<file path="src/rtl/spi_pkg.sv">
// Shared types and sizing helpers for the byte-wide SPI master.
package spi_pkg;

  typedef enum logic [1:0] {
    IDLE = 2'd0,
    HI   = 2'd1,
    LO   = 2'd2
  } spi_state_t;

  localparam int unsigned BITW       = 3;
  localparam int unsigned BYTEW      = 8;
  localparam int unsigned CLKDIV_MAX = 15;

  // Width of the half-period counter for a given SCK divider.
  function automatic int unsigned cnt_width(input int unsigned clkdiv);
    return $clog2(clkdiv + 1);
  endfunction

endpackage

</file>
<file path="src/rtl/spi_master_if.sv">
// Register-side strobes plus SPI pins of the SPI master, grouped as one bundle.
interface spi_master_if #(
  parameter int unsigned NSS = 2
);

  logic           CSR_WE;
  logic [7:0]     CSR_DIN;
  logic           DATA_WE;
  logic [7:0]     DATA_DIN;
  logic [7:0]     DATA_DOUT;
  logic           BUSY;
  logic           OVR;
  logic           MISO;
  logic           MOSI;
  logic           SCK;
  logic [NSS-1:0] nSS;

  modport master (
    input  CSR_WE, CSR_DIN, DATA_WE, DATA_DIN, MISO,
    output DATA_DOUT, BUSY, OVR, MOSI, SCK, nSS
  );

  modport slave (
    output CSR_WE, CSR_DIN, DATA_WE, DATA_DIN, MISO,
    input  DATA_DOUT, BUSY, OVR, MOSI, SCK, nSS
  );

endinterface

</file>
<file path="src/rtl/spi_halfper_cnt.sv">
// SCK half-period counter: counts 0..CLKDIV-1 and flags the last cycle.
module spi_halfper_cnt
  import spi_pkg::*;
#(
  parameter int unsigned CLKDIV = 2,
  parameter int unsigned CNTW   = cnt_width(CLKDIV)
) (
  input  logic clk,
  input  logic rst_n,
  input  logic clr,
  output logic tick_c
);

  logic [CNTW-1:0] cnt_q, cnt_d;

  assign tick_c = (cnt_q == CNTW'(CLKDIV - 1));

  // Wrap on the last cycle of a half-period, hold at zero while cleared.
  always_comb begin
    cnt_d = cnt_q;
    if (clr || tick_c) cnt_d = '0;
    else               cnt_d = cnt_q + CNTW'(1);
  end

  // Counter register.
  always_ff @(posedge clk or negedge rst_n) begin
    if (!rst_n) cnt_q <= '0;
    else        cnt_q <= cnt_d;
  end

endmodule

</file>
<file path="src/rtl/spi_master.sv">
// Byte-wide mode-0 SPI master: drives SCK/MOSI/nSS, samples pre-muxed MISO.
module spi_master
  import spi_pkg::*;
#(
  parameter int unsigned CLKDIV = 2,
  parameter int unsigned NSS    = 2
) (
  input  logic         CLK,
  input  logic         nRST,
  spi_master_if.master bus
);

  localparam int unsigned CNTW = cnt_width(CLKDIV);

  spi_state_t           state_q, state_d;
  logic [BYTEW-1:0]     shreg_q, shreg_d;
  logic [BITW-1:0]      bitcnt_q, bitcnt_d;
  logic [BYTEW-1:0]     dout_q, dout_d;
  logic [NSS-1:0]       nss_q, nss_d;
  logic                 sck_q, sck_d;
  logic                 mosi_q, mosi_d;
  logic                 busy_q, busy_d;
  logic                 ovr_q, ovr_d;
  logic                 tick_c;
  logic                 unused_csr_bits;

  assign unused_csr_bits = ^bus.CSR_DIN;

  spi_halfper_cnt #(
    .CLKDIV (CLKDIV),
    .CNTW   (CNTW)
  ) u_halfper_cnt (
    .clk    (CLK),
    .rst_n  (nRST),
    .clr    (state_q == IDLE),
    .tick_c (tick_c)
  );

  // Next-state, shift register, register-side writes and pin outputs.
  always_comb begin
    state_d  = state_q;
    shreg_d  = shreg_q;
    bitcnt_d = bitcnt_q;
    dout_d   = dout_q;
    nss_d    = nss_q;
    sck_d    = sck_q;
    mosi_d   = mosi_q;
    busy_d   = busy_q;
    ovr_d    = ovr_q;

    // Control register: only honoured while idle; OVR set beats OVR clear.
    if (bus.CSR_WE && !busy_q) begin
      nss_d = bus.CSR_DIN[NSS-1:0];
      if (bus.CSR_DIN[7]) ovr_d = 1'b0;
    end
    if ((bus.CSR_WE || bus.DATA_WE) && busy_q) ovr_d = 1'b1;

    unique case (state_q)
      IDLE: begin
        if (bus.DATA_WE) begin
          shreg_d  = bus.DATA_DIN;
          mosi_d   = bus.DATA_DIN[7];
          bitcnt_d = '0;
          busy_d   = 1'b1;
          state_d  = LO;
        end
      end
      LO: begin
        if (tick_c) begin
          sck_d   = 1'b1;
          shreg_d = {shreg_q[BYTEW-2:0], bus.MISO};
          state_d = HI;
        end
      end
      HI: begin
        if (tick_c) begin
          sck_d = 1'b0;
          if (bitcnt_q == BITW'(7)) begin
            dout_d  = shreg_q;
            busy_d  = 1'b0;
            mosi_d  = 1'b0;
            state_d = IDLE;
          end else begin
            bitcnt_d = bitcnt_q + BITW'(1);
            mosi_d   = shreg_q[BYTEW-1];
            state_d  = LO;
          end
        end
      end
      default: state_d = IDLE;
    endcase
  end

  // State and output registers; reset aborts any transfer immediately.
  always_ff @(posedge CLK or negedge nRST) begin
    if (!nRST) begin
      state_q  <= IDLE;
      shreg_q  <= '0;
      bitcnt_q <= '0;
      dout_q   <= '0;
      nss_q    <= '1;
      sck_q    <= 1'b0;
      mosi_q   <= 1'b0;
      busy_q   <= 1'b0;
      ovr_q    <= 1'b0;
    end else begin
      state_q  <= state_d;
      shreg_q  <= shreg_d;
      bitcnt_q <= bitcnt_d;
      dout_q   <= dout_d;
      nss_q    <= nss_d;
      sck_q    <= sck_d;
      mosi_q   <= mosi_d;
      busy_q   <= busy_d;
      ovr_q    <= ovr_d;
    end
  end

  assign bus.SCK       = sck_q;
  assign bus.MOSI      = mosi_q;
  assign bus.nSS       = nss_q;
  assign bus.DATA_DOUT = dout_q;
  assign bus.BUSY      = busy_q;
  assign bus.OVR       = ovr_q;

endmodule

</file>
<file path="src/flat_wrapper.sv">
// flat-port wrapper written by rule: the top's interface ports become plain ports
module spi_master_flat import spi_pkg::*;
#(
  parameter int unsigned CLKDIV = 2,
  parameter int unsigned NSS    = 2
)
  (CLK, nRST, bus_CSR_WE, bus_CSR_DIN, bus_DATA_WE, bus_DATA_DIN, bus_MISO, bus_DATA_DOUT, bus_BUSY, bus_OVR, bus_MOSI, bus_SCK, bus_nSS);
  spi_master_if #(.NSS(NSS)) bus_i ();
  input  logic CLK;
  input  logic nRST;
  input wire logic [$bits(bus_i.CSR_WE)-1:0] bus_CSR_WE;
  input wire logic [$bits(bus_i.CSR_DIN)-1:0] bus_CSR_DIN;
  input wire logic [$bits(bus_i.DATA_WE)-1:0] bus_DATA_WE;
  input wire logic [$bits(bus_i.DATA_DIN)-1:0] bus_DATA_DIN;
  input wire logic [$bits(bus_i.MISO)-1:0] bus_MISO;
  output wire logic [$bits(bus_i.DATA_DOUT)-1:0] bus_DATA_DOUT;
  output wire logic [$bits(bus_i.BUSY)-1:0] bus_BUSY;
  output wire logic [$bits(bus_i.OVR)-1:0] bus_OVR;
  output wire logic [$bits(bus_i.MOSI)-1:0] bus_MOSI;
  output wire logic [$bits(bus_i.SCK)-1:0] bus_SCK;
  output wire logic [$bits(bus_i.nSS)-1:0] bus_nSS;
  assign bus_i.CSR_WE = bus_CSR_WE;
  assign bus_i.CSR_DIN = bus_CSR_DIN;
  assign bus_i.DATA_WE = bus_DATA_WE;
  assign bus_i.DATA_DIN = bus_DATA_DIN;
  assign bus_i.MISO = bus_MISO;
  assign bus_DATA_DOUT = bus_i.DATA_DOUT;
  assign bus_BUSY = bus_i.BUSY;
  assign bus_OVR = bus_i.OVR;
  assign bus_MOSI = bus_i.MOSI;
  assign bus_SCK = bus_i.SCK;
  assign bus_nSS = bus_i.nSS;
  spi_master #(.CLKDIV(CLKDIV), .NSS(NSS)) u_core (.CLK(CLK), .nRST(nRST), .bus(bus_i));
endmodule
</file>
<file path="config.mk">
export PLATFORM = sky130hd
export DESIGN_NAME = spi_master_flat
export DESIGN_NICKNAME = d
export VERILOG_FILES = /design/src/rtl/spi_pkg.sv /design/src/rtl/spi_master_if.sv /design/src/rtl/spi_halfper_cnt.sv /design/src/rtl/spi_master.sv /design/src/flat_wrapper.sv
export SDC_FILE = /design/constraint.sdc
export NUM_CORES = 1
export LEC_CHECK = 0
export ABC_AREA = 1
export CAP_MARGIN = 20
export CORE_MARGIN = 10
export CORE_UTILIZATION = 30
export CTS_CLUSTER_DIAMETER = 80
export CTS_CLUSTER_SIZE = 25
export DETAILED_ROUTE_END_ITERATION = 16
export GPL_ROUTABILITY_DRIVEN = 1
export REMOVE_ABC_BUFFERS = 1
export SETUP_SLACK_MARGIN = 0.15
export SYNTH_ARGS = -nofsm -noshare
export SYNTH_HDL_FRONTEND = slang
export SYNTH_SLANG_ARGS = --single-unit
</file>
<file path="constraint.sdc">
create_clock -name CLK -period 2 [get_ports CLK]
set_input_delay 0.3 -clock CLK [delete_from_list [all_inputs] [get_ports CLK]]
set_output_delay 0.3 -clock CLK [all_outputs]
set_load 0.02 [all_outputs]
</file>
==> metrics.txt, run 1 <==
final setup slack of the worst path=297.3 ps; list of cells traversed by the critical path=clkdlybuf4s50_1; CTS Root Buffer Type=sky130_fd_sc_hd__clkbuf_8; Inserted Diodes=0; run status=complete, no violations; Clock Path Buffers=2; weighted congestion reported at the end of routability-driven placement=0.8366; Setup WS pre-CTS=485.9 ps; Max VDD drop=375.4 µV; Pint=1363 µW; cells after synthesis=165; Post-CTS Hold Fix Bufs=0; arrival time reported for the critical path endpoint=1400 ps; power density cells=1201 mW/mm²; width of the chip=87.49 µm; fraction of power spent switching nets=0.3740; number of register bits inferred by synthesis=29; leakage power figure=0.0009041 µW; final non-filler cell area=0.001812 mm²; unrepaired setup endpoints after global routing=no; number of routed nets with antenna violations=0; pin count of the biggest net entering global routing=30; overall routing resource usage=0.08568; row cnt=24; Critical Path Start Type=register; relative contribution of the clock network to total power=0.241; Met3 Routed Length=192 µm; reg2reg end=u_core.bitcnt_q[0]$_DFFE_PN0P_; pin slew with the least headroom to its limit=366.0 ps; post-layout min period=1703 ps; Buf+Inv Stages, Crit Path=1; Maximum Capacitance Violations=0; Clk pin slew, worst setup/hold paths=60 ps; overall via count from detail_route=1135; Slew Viols, Final=0; starting utilization of the core area=0.3116; vertical die dimension=87.49 µm; aggregate routed wire length=3.085 mm; DR iter-0 viols=73; Area Overhead vs Synth=32.60%; endpoints failing hold=0; buffer count from post-CTS setup fixing=0; first-pass iteration count of the detailed router=4; worst reg-to-reg setup slack=480 ps; post-synthesis average cell area=8.281 µm²; WP data required=1700 ps; TritonCTS clock tree=built; Clock Skew=4.827 ps; maximum frequency from static timing analysis=0.5873 GHz; overall power consumption=2177 µW; routed length on met2=1.514 mm; sequential area share after synthesis=0.5330; insertion delay to the later sink of the worst-skew pair=280 ps; type of element capturing the critical path=primary output; reported net switching power=814.0 µW; drt wl/cell=12.15 µm; kind of critical path=register to primary output; Mapped Area=0.001366 mm²; sequential power share=0.405; number of antenna violations at the first check in global routing=0; startpoint of the most critical register-to-register path=u_core.bitcnt_q[0]$_DFFE_PN0P_; placement-stage cell area=0.001710 mm²; commonest non-fill, non-tap cell in the layout=sky130_fd_sc_hd__nand2_1; clk sink count=29; number of H-tree levels=2; final cycle utilization of the critical path=0.8513; Top Family by Delay on Critical Path=buffers and inverters; r2r worst-path depth=8; DR top layer=met4; fin nets=225; post-detailed-route DRC marker count=0; Routed met1 length=1.299 mm; Slew HR=0.7560; number of clock buffers inserted by TritonCTS=5; wire length of the first global-routing pass=5.285 mm; FILL cells=457; HPWL after detailed placement=2.257 mm; Cell variety after synth=16; remaining global-route overflow=0; number of warning messages in the yosys log=0; cells resized by post-CTS repair=0; detailed-route vias per instance=4.469; I/O pin cnt=35; Die Area=0.007654 mm²; number of setup violations in the final report=0; commonest non-fill, non-tap cells in the layout=sky130_fd_sc_hd__nand2_1 (92), sky130_fd_sc_hd__clkdlybuf4s50_1 (29), sky130_fd_sc_hd__dfrtp_1 (27); Min Hold Slack=407.7 ps; area of the core region=0.004384 mm²; fraction of final layout cells with drive strength greater than 1=0.1139; CP max stage delay=600 ps; combinational cell fraction of total power=0.353; Slowest-stage cell, CP=sky130_fd_sc_hd__clkdlybuf4s50_1; via count of the first global-routing pass=1149; TNS Setup=0 ps; hold crit path type=input port to asynchronous set/reset pin; Port Buffer Count=29; crit path max fanout=2
how the worst max path moves through the flow:
stage,depth (start not counted),startpoint,slack [ps],end
3_5_place_dp,8,u_core.bitcnt_q[0]$_DFFE_PN0P_,490,u_core.bitcnt_q[0]$_DFFE_PN0P_
2_1_floorplan,6,u_core.u_halfper_cnt.cnt_q[1]$_DFF_PN0_,580,u_core.shreg_q[0]$_DFFE_PN0P_
6_report,1,u_core.bus.nSS[1]$_DFFE_PN1P_,300,bus_nSS[1]
4_1_cts,1,u_core.bus.nSS[1]$_DFFE_PN1P_,280,bus_nSS[1]
3_3_place_gp,8,u_core.bitcnt_q[0]$_DFFE_PN0P_,530,u_core.bitcnt_q[0]$_DFFE_PN0P_
5_1_grt,1,u_core.bus.nSS[0]$_DFFE_PN1P_,250,bus_nSS[0]
routing by layer:
| layer | up-vias | global-route usage |
|---|---|---|
| met2 | 22 | 0.1435 |
| met3 | 8 | 0.02434 |
| met1 | 512 | 0.09471 |
| met4 | 0 | 0.04783 |
| li1 | 593 | - |
| met5 | - | 0 |
synth_stat cells:
master	n	area, µm²
sky130_fd_sc_hd__o21ai_0	4	20.02
sky130_fd_sc_hd__nor2_4	3	33.78
sky130_fd_sc_hd__nand3_4	1	17.52
sky130_fd_sc_hd__buf_6	3	33.78
sky130_fd_sc_hd__inv_2	2	7.510
sky130_fd_sc_hd__nor2_1	3	11.26
sky130_fd_sc_hd__nand2_2	3	18.77
sky130_fd_sc_hd__nor3_1	2	10.01
sky130_fd_sc_hd__nand2_1	92	345.3
sky130_fd_sc_hd__inv_1	4	15.01
sky130_fd_sc_hd__dfstp_2	2	52.55
sky130_fd_sc_hd__nand4_1	2	12.51
sky130_fd_sc_hd__ha_1	3	37.54
sky130_fd_sc_hd__nand3_2	1	10.01
sky130_fd_sc_hd__dfrtp_1	27	675.7
sky130_fd_sc_hd__nand3_1	13	65.06
kinds of logic (layout without fill, tap and decap cells):
| family | Yosys count | after routing | synth area share |
|---|---|---|---|
| AOI/OAI and AO/OA | 4 | 4 | 0.01465 |
| adders and majority gates | 3 | 3 | 0.02748 |
| buffers and inverters | 9 | 46 | 0.04121 |
| DFF | 29 | 29 | 0.5330 |
| and+or+nand+nor | 120 | 120 | 0.3837 |
layout make-up:
cell class | instances | area [µm²] | area share
flip-flops and latches | 29 | 728.2 | 0.4019
repair buffers | 32 | 312.8 | 0.1727
clock buffers | 7 | 96.34 | 0.05318
well taps | 52 | 65.06 | 0.03591
multi-input cells | 127 | 581.8 | 0.3211
inverters | 6 | 22.52 | 0.01243
clock inverters | 1 | 5.005 | 0.002762
power groups by stage:
stage | clock network, µW | registers, µW | logic, µW
finish | 526 | 883 | 768
global route | 572 | 902 | 875
CTS | 537 | 882 | 776
detailed placement | 0 | 890 | 768
global placement | 0 | 887 | 764
floorplan | 0 | 912 | 472
flip-flops by register name, summed over array words and instances, names as in the netlist:
register and cells:
u_core.u_halfper_cnt.cnt_q 2, u_core.bus.BUSY 1, u_core.bus.SCK 1, u_core.bus.OVR 1
u_core.state_q 2, u_core.bus.MOSI 1, u_core.shreg_q 8, u_core.bus.nSS 2
u_core.bus.DATA_DOUT 8, u_core.bitcnt_q 3
metrics by stage:
stage               utilization  instances
floorplan                     -        162
global placement         0.3901        246
detailed placement       0.3901        246
CTS                      0.4132        254
global route             0.4132        254
finish                   0.4132        254
Note: power is estimated with default switching activity, not from simulation.
==> inputs of run 2 (changes only) <==
--- a/config.mk
+++ b/config.mk
@@ -12,9 +12,12 @@
 export CTS_CLUSTER_DIAMETER = 80
 export CTS_CLUSTER_SIZE = 25
 export DETAILED_ROUTE_END_ITERATION = 16
+export DONT_BUFFER_PORTS = 1
 export GPL_ROUTABILITY_DRIVEN = 1
+export MAX_ROUTING_LAYER = met4
 export REMOVE_ABC_BUFFERS = 1
 export SETUP_SLACK_MARGIN = 0.15
 export SYNTH_ARGS = -nofsm -noshare
 export SYNTH_HDL_FRONTEND = slang
+export SYNTH_HIERARCHICAL = 1
 export SYNTH_SLANG_ARGS = --single-unit
==> run 2 against run 1 <==
Net effect:
- worst setup slack gained 140 ps
- final area decreased by 12%
- largest power group unchanged
- worst hold slack got worse by 280 ps
- fmax up 8.7%
- critical endpoint is now u_core/bitcnt_q[0]$_DFFE_PN0P_
- clock-buffer cell count down 2
- highest routed layer unchanged
- synthesized cell count up 1.2%
- non-clock buffer count fell by 30
- clock power increased by 37%
==> metrics.txt, run 2 <==
run status=complete, no violations (unchanged); leakage power figure=0.0008499 µW (was 0.0009041 µW); reg2reg end=u_core/bitcnt_q[0]$_DFFE_PN0P_ (was u_core.bitcnt_q[0]$_DFFE_PN0P_); top cell type's share of synthesized area=0.4860 (was 0.4945); aggregate routed wire length=2.928 mm (was 3.085 mm); CTS Root Buffer Type=sky130_fd_sc_hd__clkbuf_8 (unchanged); post-synthesis average cell area=8.324 µm² (was 8.281 µm²); Cell variety after synth=18 (was 16); hold crit path type=input port to register (was input port to asynchronous set/reset pin); dominant cell by count in the synthesized netlist=sky130_fd_sc_hd__nand2_1 (unchanged); first-pass iteration count of the detailed router=4 (unchanged); number of H-tree levels=2 (unchanged); Most used DFF post-synth=sky130_fd_sc_hd__dfrtp_1 (unchanged); cells resized by post-CTS repair=0 (unchanged); Port Buffer Count=0 (was 29); Setup crit end=u_core/bitcnt_q[0]$_DFFE_PN0P_ (was bus_nSS[1]); Slew HR=0.7659 (was 0.7560); clk sink count=29 (unchanged); number of enable flip-flop cells after synthesis=0 (unchanged); overall via count from detail_route=1039 (was 1135); Maximum Capacitance Violations=0 (unchanged); post-layout min period=1567 ps (was 1703 ps); cell type with the largest total area after synthesis=sky130_fd_sc_hd__dfrtp_1 (unchanged); Die Area=0.007756 mm² (was 0.007654 mm²); commonest non-fill, non-tap cell in the layout=sky130_fd_sc_hd__nand2_1 (unchanged); pin slew with the least headroom to its limit=351.1 ps (was 366.0 ps); utilization after layout=0.3617 (was 0.4132); area of the core region=0.004414 mm² (was 0.004384 mm²); wire length of the first global-routing pass=4.754 mm (was 5.285 mm); endpoints failing hold=0 (unchanged); HPWL after detailed placement=2.183 mm (was 2.257 mm); remaining global-route overflow=0 (unchanged); drt wl/cell=12.90 µm (was 12.15 µm); fraction of final layout cells with drive strength greater than 1=0.1257 (was 0.1139); Area Overhead vs Synth=14.85% (was 32.60%); kind of critical path=register to register (was register to primary output); number of antenna violations at the first check in global routing=0 (unchanged); Mapped Area=0.001390 mm² (was 0.001366 mm²); number of register bits inferred by synthesis=29 (unchanged); number of setup violations in the final report=0 (unchanged); Worst Setup SP=u_core/bitcnt_q[0]$_DFFE_PN0P_ (was u_core.bus.nSS[1]$_DFFE_PN1P_); post-detailed-route DRC marker count=0 (unchanged); overall routing resource usage=0.08225 (was 0.08568); unrepaired setup endpoints after global routing=no (unchanged); worst reg-to-reg setup slack=430 ps (was 480 ps); final non-filler cell area=0.001597 mm² (was 0.001812 mm²); I/O pin cnt=35 (unchanged); share of synthesized flip-flops with an asynchronous set or reset=1.000 (unchanged); row cnt=24 (unchanged); arrival time reported for the critical path endpoint=1730 ps (was 1400 ps); Clock Skew=5.689 ps (was 4.827 ps); power density cells=1515 mW/mm² (was 1201 mW/mm²); r2r worst-path depth=6 (was 8); vertical die dimension=88.07 µm (was 87.49 µm); fin nets=199 (was 225); type of element capturing the critical path=register (was primary output); startpoint of the most critical register-to-register path=u_core/bitcnt_q[0]$_DFFE_PN0P_ (was u_core.bitcnt_q[0]$_DFFE_PN0P_); placement-stage cell area=0.001433 mm² (was 0.001710 mm²); pin count of the biggest net entering global routing=30 (unchanged); top cells by area, synth=sky130_fd_sc_hd__dfrtp_1 (49%), sky130_fd_sc_hd__nand2_1 (18%), sky130_fd_sc_hd__inv_1 (5.4%) (was sky130_fd_sc_hd__dfrtp_1 (49%), sky130_fd_sc_hd__nand2_1 (25%), sky130_fd_sc_hd__nand3_1 (4.8%)); overall power consumption=2418 µW (was 2177 µW); Critical Path Start Type=register (unchanged); cells after synthesis=167 (was 165); TNS Setup=0 ps (unchanged); commonest non-fill, non-tap cells in the layout=sky130_fd_sc_hd__nand2_1 (65), sky130_fd_sc_hd__dfrtp_1 (27), sky130_fd_sc_hd__inv_1 (20) (was sky130_fd_sc_hd__nand2_1 (92), sky130_fd_sc_hd__clkdlybuf4s50_1 (29), sky130_fd_sc_hd__dfrtp_1 (27)); starting utilization of the core area=0.3149 (was 0.3116); final cycle utilization of the critical path=0.7836 (was 0.8513); weighted congestion reported at the end of routability-driven placement=0.7866 (was 0.8366); DR iter-0 viols=69 (was 73); width of the chip=88.07 µm (was 87.49 µm); TritonCTS clock tree=built (unchanged); maximum frequency from static timing analysis=0.6381 GHz (was 0.5873 GHz); via count of the first global-routing pass=981 (was 1149); Clock Path Buffers=2 (unchanged); Clk pin slew, worst setup/hold paths=60 ps (about the same); Max VDD drop=533.3 µV (was 375.4 µV); number of routed nets with antenna violations=0 (unchanged); Slew Viols, Final=0 (unchanged); hold depth=2; WP data required=2170 ps (was 1700 ps); detailed-route vias per instance=4.577 (was 4.469); number of clock buffers inserted by TritonCTS=5 (unchanged); Inserted Diodes=0 (unchanged); sequential area share after synthesis=0.5239 (was 0.5330); top cell types by occurrence after synthesis=sky130_fd_sc_hd__nand2_1 (65), sky130_fd_sc_hd__dfrtp_1 (27), sky130_fd_sc_hd__inv_1 (20) (was sky130_fd_sc_hd__nand2_1 (92), sky130_fd_sc_hd__dfrtp_1 (27), sky130_fd_sc_hd__nand3_1 (13)); number of warning messages in the yosys log=6 (was 0); crit path max fanout=4 (was 2); insertion delay to the later sink of the worst-skew pair=280 ps (about the same)
==> run 2: changes by cell type in the layout (fill, tap and decap cells not counted), sizes merged, moves of 5 or more <==
cell and delta:
clkdlybuf4s50 -29, inv +17, nand2 -26, nand3 -5
o21ai +15
==> run 2: logic make-up (layout without fill, tap and decap cells) <==
group	count (synthesis)	in the layout	share of synthesized area
buffers and inverters	25	33	0.08191
AOI/OAI and AO/OA	21	21	0.08101
DFF	29	29	0.5239
and+or+nand+nor	88	88	0.2772
adders and majority gates	4	4	0.03601
==> run 2: routing by layer <==
| layer | up-vias | GRT usage | part of all wire |
|---|---|---|---|
| met5 | - | - | 0 |
| met4 | 0 | 0.04280 | 0.024 |
| met3 | 7 | 0.03993 | 0.085 |
| met2 | 18 | 0.1237 | 0.48 |
| met1 | 475 | 0.08800 | 0.41 |
| li1 | 539 | - | - |
==> run 2: worst min-delay path by stage <==
stage,from,to
after global placement,nRST,u_core/u_halfper_cnt/cnt_q[0]$_DFF_PN0_
after global routing,bus_CSR_DIN[0],u_core/bus.nSS[0]$_DFFE_PN1P_
after detailed placement,nRST,u_core/u_halfper_cnt/cnt_q[1]$_DFF_PN0_
after CTS,bus_CSR_DIN[0],u_core/bus.nSS[0]$_DFFE_PN1P_
after floorplan,nRST,u_core/bitcnt_q[0]$_DFFE_PN0P_
final,bus_CSR_DIN[0],u_core/bus.nSS[0]$_DFFE_PN1P_
==> run 2: through the flow <==
step	hold WS, ps	cells	setup slack, ps
2_1_floorplan	4.409	165	606.0
3_3_place_gp	5.916	217	474.2
3_5_place_dp	5.708	217	431.5
4_1_cts	126.2	227	421.0
5_1_grt	142.0	227	294.4
6_report	128.1	227	432.9
==> run 2: repair_timing <==
action,CTS,global route
buffers inserted,0,0
hold endpoints to repair,29,0
hold buffers,2,0
setup endpoints to repair,0,0
==> run 2: power by group <==
part | leakage (µW) | internal [µW] | switching, µW
clock network | 0.0000681 | 495 | 228
logic | 0.000429 | 225 | 460
registers | 0.000352 | 788 | 221
total | 0.000850 | 1510 | 910
==> run 2: cell type report <==
class | count | area, µm²
Fill cell | 464 | 2818
Inverter | 23 | 91.34
Clock inverter | 3 | 65.06
Clock buffer | 5 | 68.82
Timing Repair Buffer | 2 | 30.03
Multi-Input combinational cell | 113 | 548.0
Tap cell | 52 | 65.06
Sequential cell | 29 | 728.2
==> run 2: worst max-delay path: stages (launching register included) <==
cell and delay [ps]:
sky130_fd_sc_hd__dfrtp_1 400, sky130_fd_sc_hd__ha_1 220, sky130_fd_sc_hd__ha_1 200, sky130_fd_sc_hd__a21oi_1 330, sky130_fd_sc_hd__nand3_2 170, sky130_fd_sc_hd__nand2_1 90
sky130_fd_sc_hd__nand2_1 50
==> inputs of run 3 (changes only) <==
==> constraint.sdc (replaced) <==
create_clock -name CLK -period 1.6 [get_ports CLK]
set_input_delay 0.24 -clock CLK [delete_from_list [all_inputs] [get_ports CLK]]
set_output_delay 0.24 -clock CLK [all_outputs]
set_load 0.02 [all_outputs]
==> run 3 against run 2 <==
Net effect:
- worst setup slack worse by 200 ps
- non-clock buffer count increased by 2
- clock-buffer cell count unchanged
- critical path type unchanged
- largest cell class unchanged
==> metrics.txt, run 3 (synthesis gave the netlist of run 2 again) <==
run status=complete, no violations (unchanged); Clk pin slew, worst setup/hold paths=60 ps (about the same); pin slew with the least headroom to its limit=421.1 ps (was 351.1 ps); fraction of final layout cells with drive strength greater than 1=0.1685 (was 0.1257); final cell count without fillers=230 (was 227); routed length on met2=1.541 mm (was 1.417 mm); I/O pin cnt=35 (unchanged); overall routing resource usage=0.08715 (was 0.08225); overall via count from detail_route=1059 (was 1039); via count of the first global-routing pass=998 (was 981); Min Hold Slack=74.90 ps (was 128.1 ps); number of setup violations in the final report=0 (unchanged); vertical die dimension=88.07 µm (unchanged); footprint of the flip-flops and latches=728.2 µm² (unchanged); drt wl/cell=13.65 µm (was 12.90 µm); Critical Path Start Type=register (unchanged); TNS Setup=0 ps (unchanged); Routed met1 length=1.254 mm (was 1.191 mm); Slew Viols, Final=0 (unchanged); arrival time reported for the critical path endpoint=1530 ps (was 1730 ps); area of the multi-input gates=578.1 µm² (was 548.0 µm²); Die Area=0.007756 mm² (unchanged); Met3 Routed Length=265 µm (was 248 µm); post-layout min period=1368 ps (was 1567 ps); fin nets=202 (was 199); type of element capturing the critical path=register (unchanged); number of antenna violations at the first check in global routing=0 (unchanged); post-detailed-route DRC marker count=0 (unchanged); leakage power figure=0.0008615 µW (was 0.0008499 µW); aggregate routed wire length=3.139 mm (was 2.928 mm); placement-stage cell area=0.001433 mm² (unchanged); endpoints failing hold=0 (unchanged); detailed-route vias per instance=4.604 (was 4.577); Maximum Capacitance Violations=0 (unchanged); width of the chip=88.07 µm (unchanged); TritonCTS clock tree=built (unchanged); Port Buffer Count=0 (unchanged); starting utilization of the core area=0.3149 (unchanged); CTS Root Buffer Type=sky130_fd_sc_hd__clkbuf_8 (unchanged); pin count of the biggest net entering global routing=30 (unchanged); remaining global-route overflow=0 (unchanged); number of H-tree levels=2 (unchanged); number of clock buffers inserted by TritonCTS=5 (unchanged); WP data required=1770 ps (was 2170 ps); Area Overhead vs Synth=18.09% (was 14.85%); first-pass iteration count of the detailed router=4 (unchanged); clk sink count=29 (unchanged); insertion delay to the later sink of the worst-skew pair=280 ps (about the same); Slew HR=0.7192 (was 0.7659); weighted congestion reported at the end of routability-driven placement=0.7779 (was 0.7866); area of the core region=0.004414 mm² (unchanged); commonest non-fill, non-tap cells in the layout=sky130_fd_sc_hd__nand2_1 (65), sky130_fd_sc_hd__dfrtp_1 (27), sky130_fd_sc_hd__inv_1 (20) (unchanged); number of routed nets with antenna violations=0 (unchanged); Clock Path Buffers=2 (unchanged); wire length of the first global-routing pass=5.092 mm (was 4.754 mm); DR iter-0 viols=102 (was 69); row cnt=24 (unchanged); power density cells=1904 mW/mm² (was 1515 mW/mm²); final cycle utilization of the critical path=0.8551 (was 0.7836); DR top layer=met4 (unchanged); crit path max fanout=4 (unchanged); commonest non-fill, non-tap cell in the layout=sky130_fd_sc_hd__nand2_1 (unchanged); Inserted Diodes=0 (unchanged); overall power consumption=3125 µW (was 2418 µW); unrepaired setup endpoints after global routing=yes (was no); Max VDD drop=557.7 µV (was 533.3 µV); hold crit path type=input port to register (unchanged); HPWL after detailed placement=2.171 mm (was 2.183 mm); FILL cells=423 (was 464); maximum frequency from static timing analysis=0.7309 GHz (was 0.6381 GHz); Clock Skew=9.971 ps (was 5.689 ps); final non-filler cell area=0.001642 mm² (was 0.001597 mm²); cell count after placement=217 (unchanged); kind of critical path=register to register (unchanged)
[run 3: stage by stage]
stage	util	worst slack [ps]
after floorplan	-	206.0
after detailed placement	0.3245	69.01
after global placement	0.3245	79.12
after global routing	0.3719	130.0
final	0.3719	231.8
after CTS	0.3625	163.3
[run 3: path summary, 6_finish.rpt]
kind	from	to	slack, ps	depth (start not counted)
worst max-delay path	u_core/bitcnt_q[0]$_DFFE_PN0P_	u_core/bitcnt_q[1]$_DFFE_PN0P_	230	6
worst min-delay path	bus_CSR_DIN[0]	u_core/bus.nSS[0]$_DFFE_PN1P_	70	2
worst max register to register	u_core/bitcnt_q[0]$_DFFE_PN0P_	u_core/bitcnt_q[1]$_DFFE_PN0P_	230	6
worst min register to register	u_core/u_halfper_cnt/cnt_q[0]$_DFF_PN0_	u_core/u_halfper_cnt/cnt_q[0]$_DFF_PN0_	440	1
max in group asynchronous	nRST	u_core/bus.nSS[1]$_DFFE_PN1P_	960	2
min in group asynchronous	nRST	u_core/bus.OVR$_DFFE_PN0P_	410	2
[run 3: final cells by class]
cell class	count	share of cell area
repair buffers	4	0.02744
flip-flops and latches	29	0.4436
inverters	23	0.05564
well taps	52	0.03963
clock inverters	3	0.03963
multi-input cells	114	0.3521
clock buffers	5	0.04192
[run 3: repair_timing]
action / 4_1_cts / 5_1_grt
pin swaps: 0 / 2
hold buffers: 2 / 0
resized for setup: 1 / 5
setup endpoints to repair: 4 / 12
gates cloned: 0 / 1
endpoints found under the hold margin: 29 / 0
setup buffers: 0 / 2
[run 3: layer usage]
layer | GRT usage | vias to the layer above
met3 | 0.04271 | 4
met4 | 0.04280 | 0
met5 | - | -
met2 | 0.1329 | 20
li1 | - | 543
met1 | 0.09244 | 492
[run 3: critical path: stages (launching register included)]
cell and delay (ps):
sky130_fd_sc_hd__dfrtp_1 400, sky130_fd_sc_hd__ha_1 230, sky130_fd_sc_hd__ha_2 200, sky130_fd_sc_hd__a21oi_4 170, sky130_fd_sc_hd__nand3_2 120, sky130_fd_sc_hd__nand2_1 80, sky130_fd_sc_hd__nand2_1 50
[run 3: power breakdown]
group	internal, µW	switching (µW)	total [µW]
logic	329	610	939
registers	985	300	1280
clock network	618	284	902
==> RTL edit 1: new RTL, flow settings as in run 3 <==
`NSS` is set to 2 in 3 places; all go to 1.
--- a/src/rtl/spi_master_if.sv
+++ b/src/rtl/spi_master_if.sv
@@ -1,5 +1,5 @@
 // Register-side strobes plus SPI pins of the SPI master, grouped as one bundle.
 interface spi_master_if #(
-  parameter int unsigned NSS = 2
+  parameter int unsigned NSS = 1
 );
 
--- a/src/rtl/spi_master.sv
+++ b/src/rtl/spi_master.sv
@@ -4,5 +4,5 @@
 #(
   parameter int unsigned CLKDIV = 2,
-  parameter int unsigned NSS    = 2
+  parameter int unsigned NSS    = 1
 ) (
   input  logic         CLK,
--- a/src/flat_wrapper.sv
+++ b/src/flat_wrapper.sv
@@ -3,5 +3,5 @@
 #(
   parameter int unsigned CLKDIV = 2,
-  parameter int unsigned NSS    = 2
+  parameter int unsigned NSS    = 1
 )
   (CLK, nRST, bus_CSR_WE, bus_CSR_DIN, bus_DATA_WE, bus_DATA_DIN, bus_MISO, bus_DATA_DOUT, bus_BUSY, bus_OVR, bus_MOSI, bus_SCK, bus_nSS);
Interface: changed (resized bus_nSS); port bits go from 35 to 34. No check against the original RTL was run, so the function may have changed too.
==> RTL edit 1 against run 3 <==
Design area decreased by 7.0%; wire length decreased by 16%; global-route usage down 1.4 points; setup slack improved by 15 ps; combinational power decreased by 6.6%; largest cell class unchanged; critical endpoint is now u_core/bitcnt_q[0]$_DFFE_PN0P_; highest routed layer is now met3; power down 16%; area after synthesis fell by 2.8%; critical path depth unchanged; sequential cell count decreased by 1; non-clock buffer count shrank 1; sequential power is 6% lower.
==> RTL edit 1: results (changes against run 3) <==
[outcome]
status=completed

[placed_design]
dp_hpwl_um=1996  ; -8.0%
dp_slack_ps=92.40  ; +23.39 ps
gp_congestion=0.8430  ; +8.4%

[power_and_ir_drop]
vdd_drop_max_uv=540.9  ; -3.0%
p_sw_frac=0.3980  ; +0.01618
leakagePower_uw=0.0007960  ; -7.6%
pg_clk_uw=554  ; -39%

[route]
route.met2.wl_um=1155  ; -25%
dr_wl_met3_um=260  ; -1.9%
routed_wl_um=2635  ; -16%
vias_per_cell=4.489  ; -2.5%
drt_iter0_drc=91  ; -11%
wl_met1_um=1219  ; -2.8%

[min_path]
holdCritStartpoint=bus_CSR_WE
min_path_cells=1  ; -1
worstHoldEndpoint=u_core/bus.nSS$_DFFE_PN1P_

[cts]
clk_pin_slew_ps=90  ; +30 ps
cts_htree_levels=1  ; -1

[finish]
drive_above_1_share=0.1257  ; -0.04279
n_fill_cell=442  ; +4.5%
fin_nets=193  ; -4.5%

[logic_synthesis]
synth_xor_xnor_area_share=0  ; unchanged
ys_types=19  ; +1
synth_compound_area_frac=0.09167  ; +0.01066
synthTopCellsByCount=59 x nand2_1, 27 x dfrtp_1, 21 x inv_1, 11 x o21ai_0, 7 x nand3_1
synth_fa_ha_area_frac=0.03704  ; +0.001033
ys_top_cells_by_area=dfrtp_1 50%, nand2_1 16%, inv_1 5.8%, o21ai_0 4.1%, ha_1 3.7%
ys_seq_area_frac=0.5194  ; -0.004408

[global_routing]
grt_pass1_vias=941  ; -5.7%
grt_max_degree=29  ; -3.3%
met2_usage=0.1039  ; -0.02901
grt_pass1_wl_um=4395  ; -14%
met1_usage=0.09066  ; -0.001784
grt_usage=0.07281  ; -0.01434
antenna_found_initial=0  ; unchanged
grtUsageMet3=0.02903  ; -0.01369

[critical_path]
critPathArrivalTime_ps=1570  ; +40 ps
crit_family=flip-flops
r2r_end=u_core/bitcnt_q[0]$_DFFE_PN0P_
critPathMaxFanout=3  ; -1

-- RTL edit 1: worst max path at each step --
stage                                   startpoint                              to  slack [ps]  cells past startpoint
floorplan           u_core/bitcnt_q[0]$_DFFE_PN0P_  u_core/bitcnt_q[0]$_DFFE_PN0P_         210                      6
global placement    u_core/bitcnt_q[0]$_DFFE_PN0P_  u_core/bitcnt_q[0]$_DFFE_PN0P_         100                      6
detailed placement  u_core/bitcnt_q[0]$_DFFE_PN0P_  u_core/bitcnt_q[0]$_DFFE_PN0P_          90                      6
CTS                 u_core/bitcnt_q[0]$_DFFE_PN0P_  u_core/bitcnt_q[0]$_DFFE_PN0P_         160                      6
global route         u_core/state_q[1]$_DFFE_PN0P_   u_core/shreg_q[2]$_DFFE_PN0P_         140                      6
finish              u_core/bitcnt_q[0]$_DFFE_PN0P_  u_core/bitcnt_q[0]$_DFFE_PN0P_         250                      6
-- RTL edit 1: area by class of cell --
cell class	instances	area (um2)	area share
Clock buffer	3	41.29	0.02705
Clock inverter	1	30.03	0.01967
Inverter	24	95.09	0.06230
Multi-Input combinational cell	108	555.5	0.3639
Sequential cell	28	701.9	0.4598
Tap cell	52	65.06	0.04262
Timing Repair Buffer	3	37.54	0.02459
-- RTL edit 1: through the flow --
step / instance area (um2) / hold slack [ps] / instances
floorplan: 1329 / -55.59 / 160
global placement: 1401 / -54.77 / 213
detailed placement: 1401 / -54.85 / 213
CTS: 1506 / 23.79 / 219
global route: 1526 / 12.77 / 219
finish: 1526 / 30.26 / 219
-- RTL edit 1: cell families after synthesis --
group / after synthesis
AO/OA/AOI/OAI: 23
flip-flops: 28
adder cells (fa/ha/maj): 4
buffers and inverters: 26
AND/OR/NAND/NOR: 81
==> RTL edit 2: new RTL, settings of run 3 <==
Without the edit above. Re-encode `spi_state_t` (3 states) as one-hot, 3 bits wide.
--- a/src/rtl/spi_pkg.sv
+++ b/src/rtl/spi_pkg.sv
@@ -2,8 +2,8 @@
 package spi_pkg;
 
-  typedef enum logic [1:0] {
-    IDLE = 2'd0,
-    HI   = 2'd1,
-    LO   = 2'd2
+  typedef enum logic [2:0] {
+    IDLE = 3'b001,
+    HI   = 3'b010,
+    LO   = 3'b100
   } spi_state_t;
 
Formal check against the unedited RTL: no difference found for any inputs over 10 cycles, from zero or initial values and one cycle with nRST low; not proved beyond that.
==> RTL edit 2 against run 3 <==
Design area increased by 5.0%; wire length increased by 0.25%; worst hold slack improved by 15 ps; first-iteration DRC count decreased by 20%; sequential cell count increased by 1; synthesized cell count increased by 8.4%; power decreased by 1.1%; setup slack improved by 15 ps; area after synthesis increased by 6.8%; critical path type unchanged; highest routed layer unchanged.
==> RTL edit 2: results (changes against run 3) <==
[outcome]
status=completed

[global_routing]
grt_pass1_wl_um=5478  ; +7.6%
grt_usage=0.08523  ; -0.001921
grt_pass1_vias=1117  ; +12%
grtUsageMet3=0.04988  ; +0.007164
grt_max_degree=31  ; +3.3%

[min_path]
holdCritStartpoint=bus_DATA_WE
worstHoldEndpoint=u_core/bus.OVR$_DFFE_PN0P_

[logic_synthesis]
ys_types=19  ; +1
ys_seq_area_frac=0.5080  ; -0.01585
syn_avg_cell_area_um2=8.205  ; -1.4%
synthTopCellsByCount=60 x nand2_1, 27 x dfrtp_1, 20 x inv_1, 16 x o21ai_0, 13 x nand3_1
ys_top_cells_by_area=dfrtp_1 45%, nand2_1 15%, o21ai_0 5.4%, dfstp_2 5.3%, inv_1 5.1%

[power_and_ir_drop]
vdd_drop_max_uv=507.4  ; -9.0%
leakagePower_uw=0.0008842  ; +2.6%

[critical_path]
r2r_end=u_core/bitcnt_q[0]$_DFFE_PN0P_
crit_end=u_core/bitcnt_q[0]$_DFFE_PN0P_

[finish]
fin_nets=215  ; +6.4%
drive_above_1_share=0.1937  ; +0.02518
n_fill_cell=501  ; +18%
final_cell_count_no_fill=258  ; +12%

[placed_design]
dp_hpwl_um=2335  ; +7.6%

[sta]
whs_ps=89.53  ; +14.63 ps
tightest_slew_ps=290.9  ; -130.2 ps
finClkSkew_ps=2.208  ; -7.763 ps

[route]
wl_met1_um=1381  ; +10%
drt_iter0_drc=82  ; -20%
wl_per_cell_um=12.20  ; -11%
route.met2.wl_um=1447  ; -6.1%
dr_wl_met3_um=305  ; +15%

-- RTL edit 2: cell types whose count changed after synthesis, sizes merged --
cell / before / now
nor2: 6 / 12
nand3: 10 / 16
nand2: 69 / 65
nand4: 3 / 0
dfstp: 2 / 3
o21ai: 19 / 23
buf: 2 / 3
mux2: 0 / 2
inv: 23 / 24
-- RTL edit 2: per-stage QoR --
stage | setup WS [ps] | area (um2)
3_3_place_gp | 238.1 | 1570
3_5_place_dp | 218.5 | 1570
4_1_cts | 203.2 | 1692
6_report | 246.5 | 1723
5_1_grt | 150.8 | 1723
2_1_floorplan | 132.0 | 1464
-- RTL edit 2: timing repair --
action                                  in CTS  in global routing
endpoints found under the setup margin       0                 23
endpoints found under the hold margin       30                  0
resized for setup                            0                 11
hold buffers                                 2                  0
-- RTL edit 2: worst register-to-register path, delay by kind of cell (launching register included) --
family,cells,cell delay [ps]
fa+ha+maj,2,430
flops,1,400
compound gates,1,170
simple gates,3,250
-- RTL edit 2: final cells by class --
cell class              count  area (um2)  area share
clock buffers               7       86.33     0.05011
clock inverters             1       5.005    0.002905
inverters                  24       90.09     0.05229
multi-input cells         124       646.9      0.3755
flip-flops and latches     30       754.5      0.4379
well taps                  67       83.83     0.04866
repair buffers              5       56.30     0.03268
-- RTL edit 2: cell families after synthesis --
kind of cell    after synthesis  share of synthesized area
buf+inv                      27                    0.07497
fa+ha+maj                     4                    0.03370
simple gates                 93                     0.2839
compound gates               25                    0.08425
flops                        30                     0.5080
mux                           2                    0.01516
-- RTL edit 2: where the power goes --
group          internal (uW)  leakage, uW  switching, uW  total [uW]
combinational            413     0.000456            774        1190
clock                    346    0.0000482            277         623
sequential              1030     0.000380            250        1280
total                   1790     0.000884           1300        3090
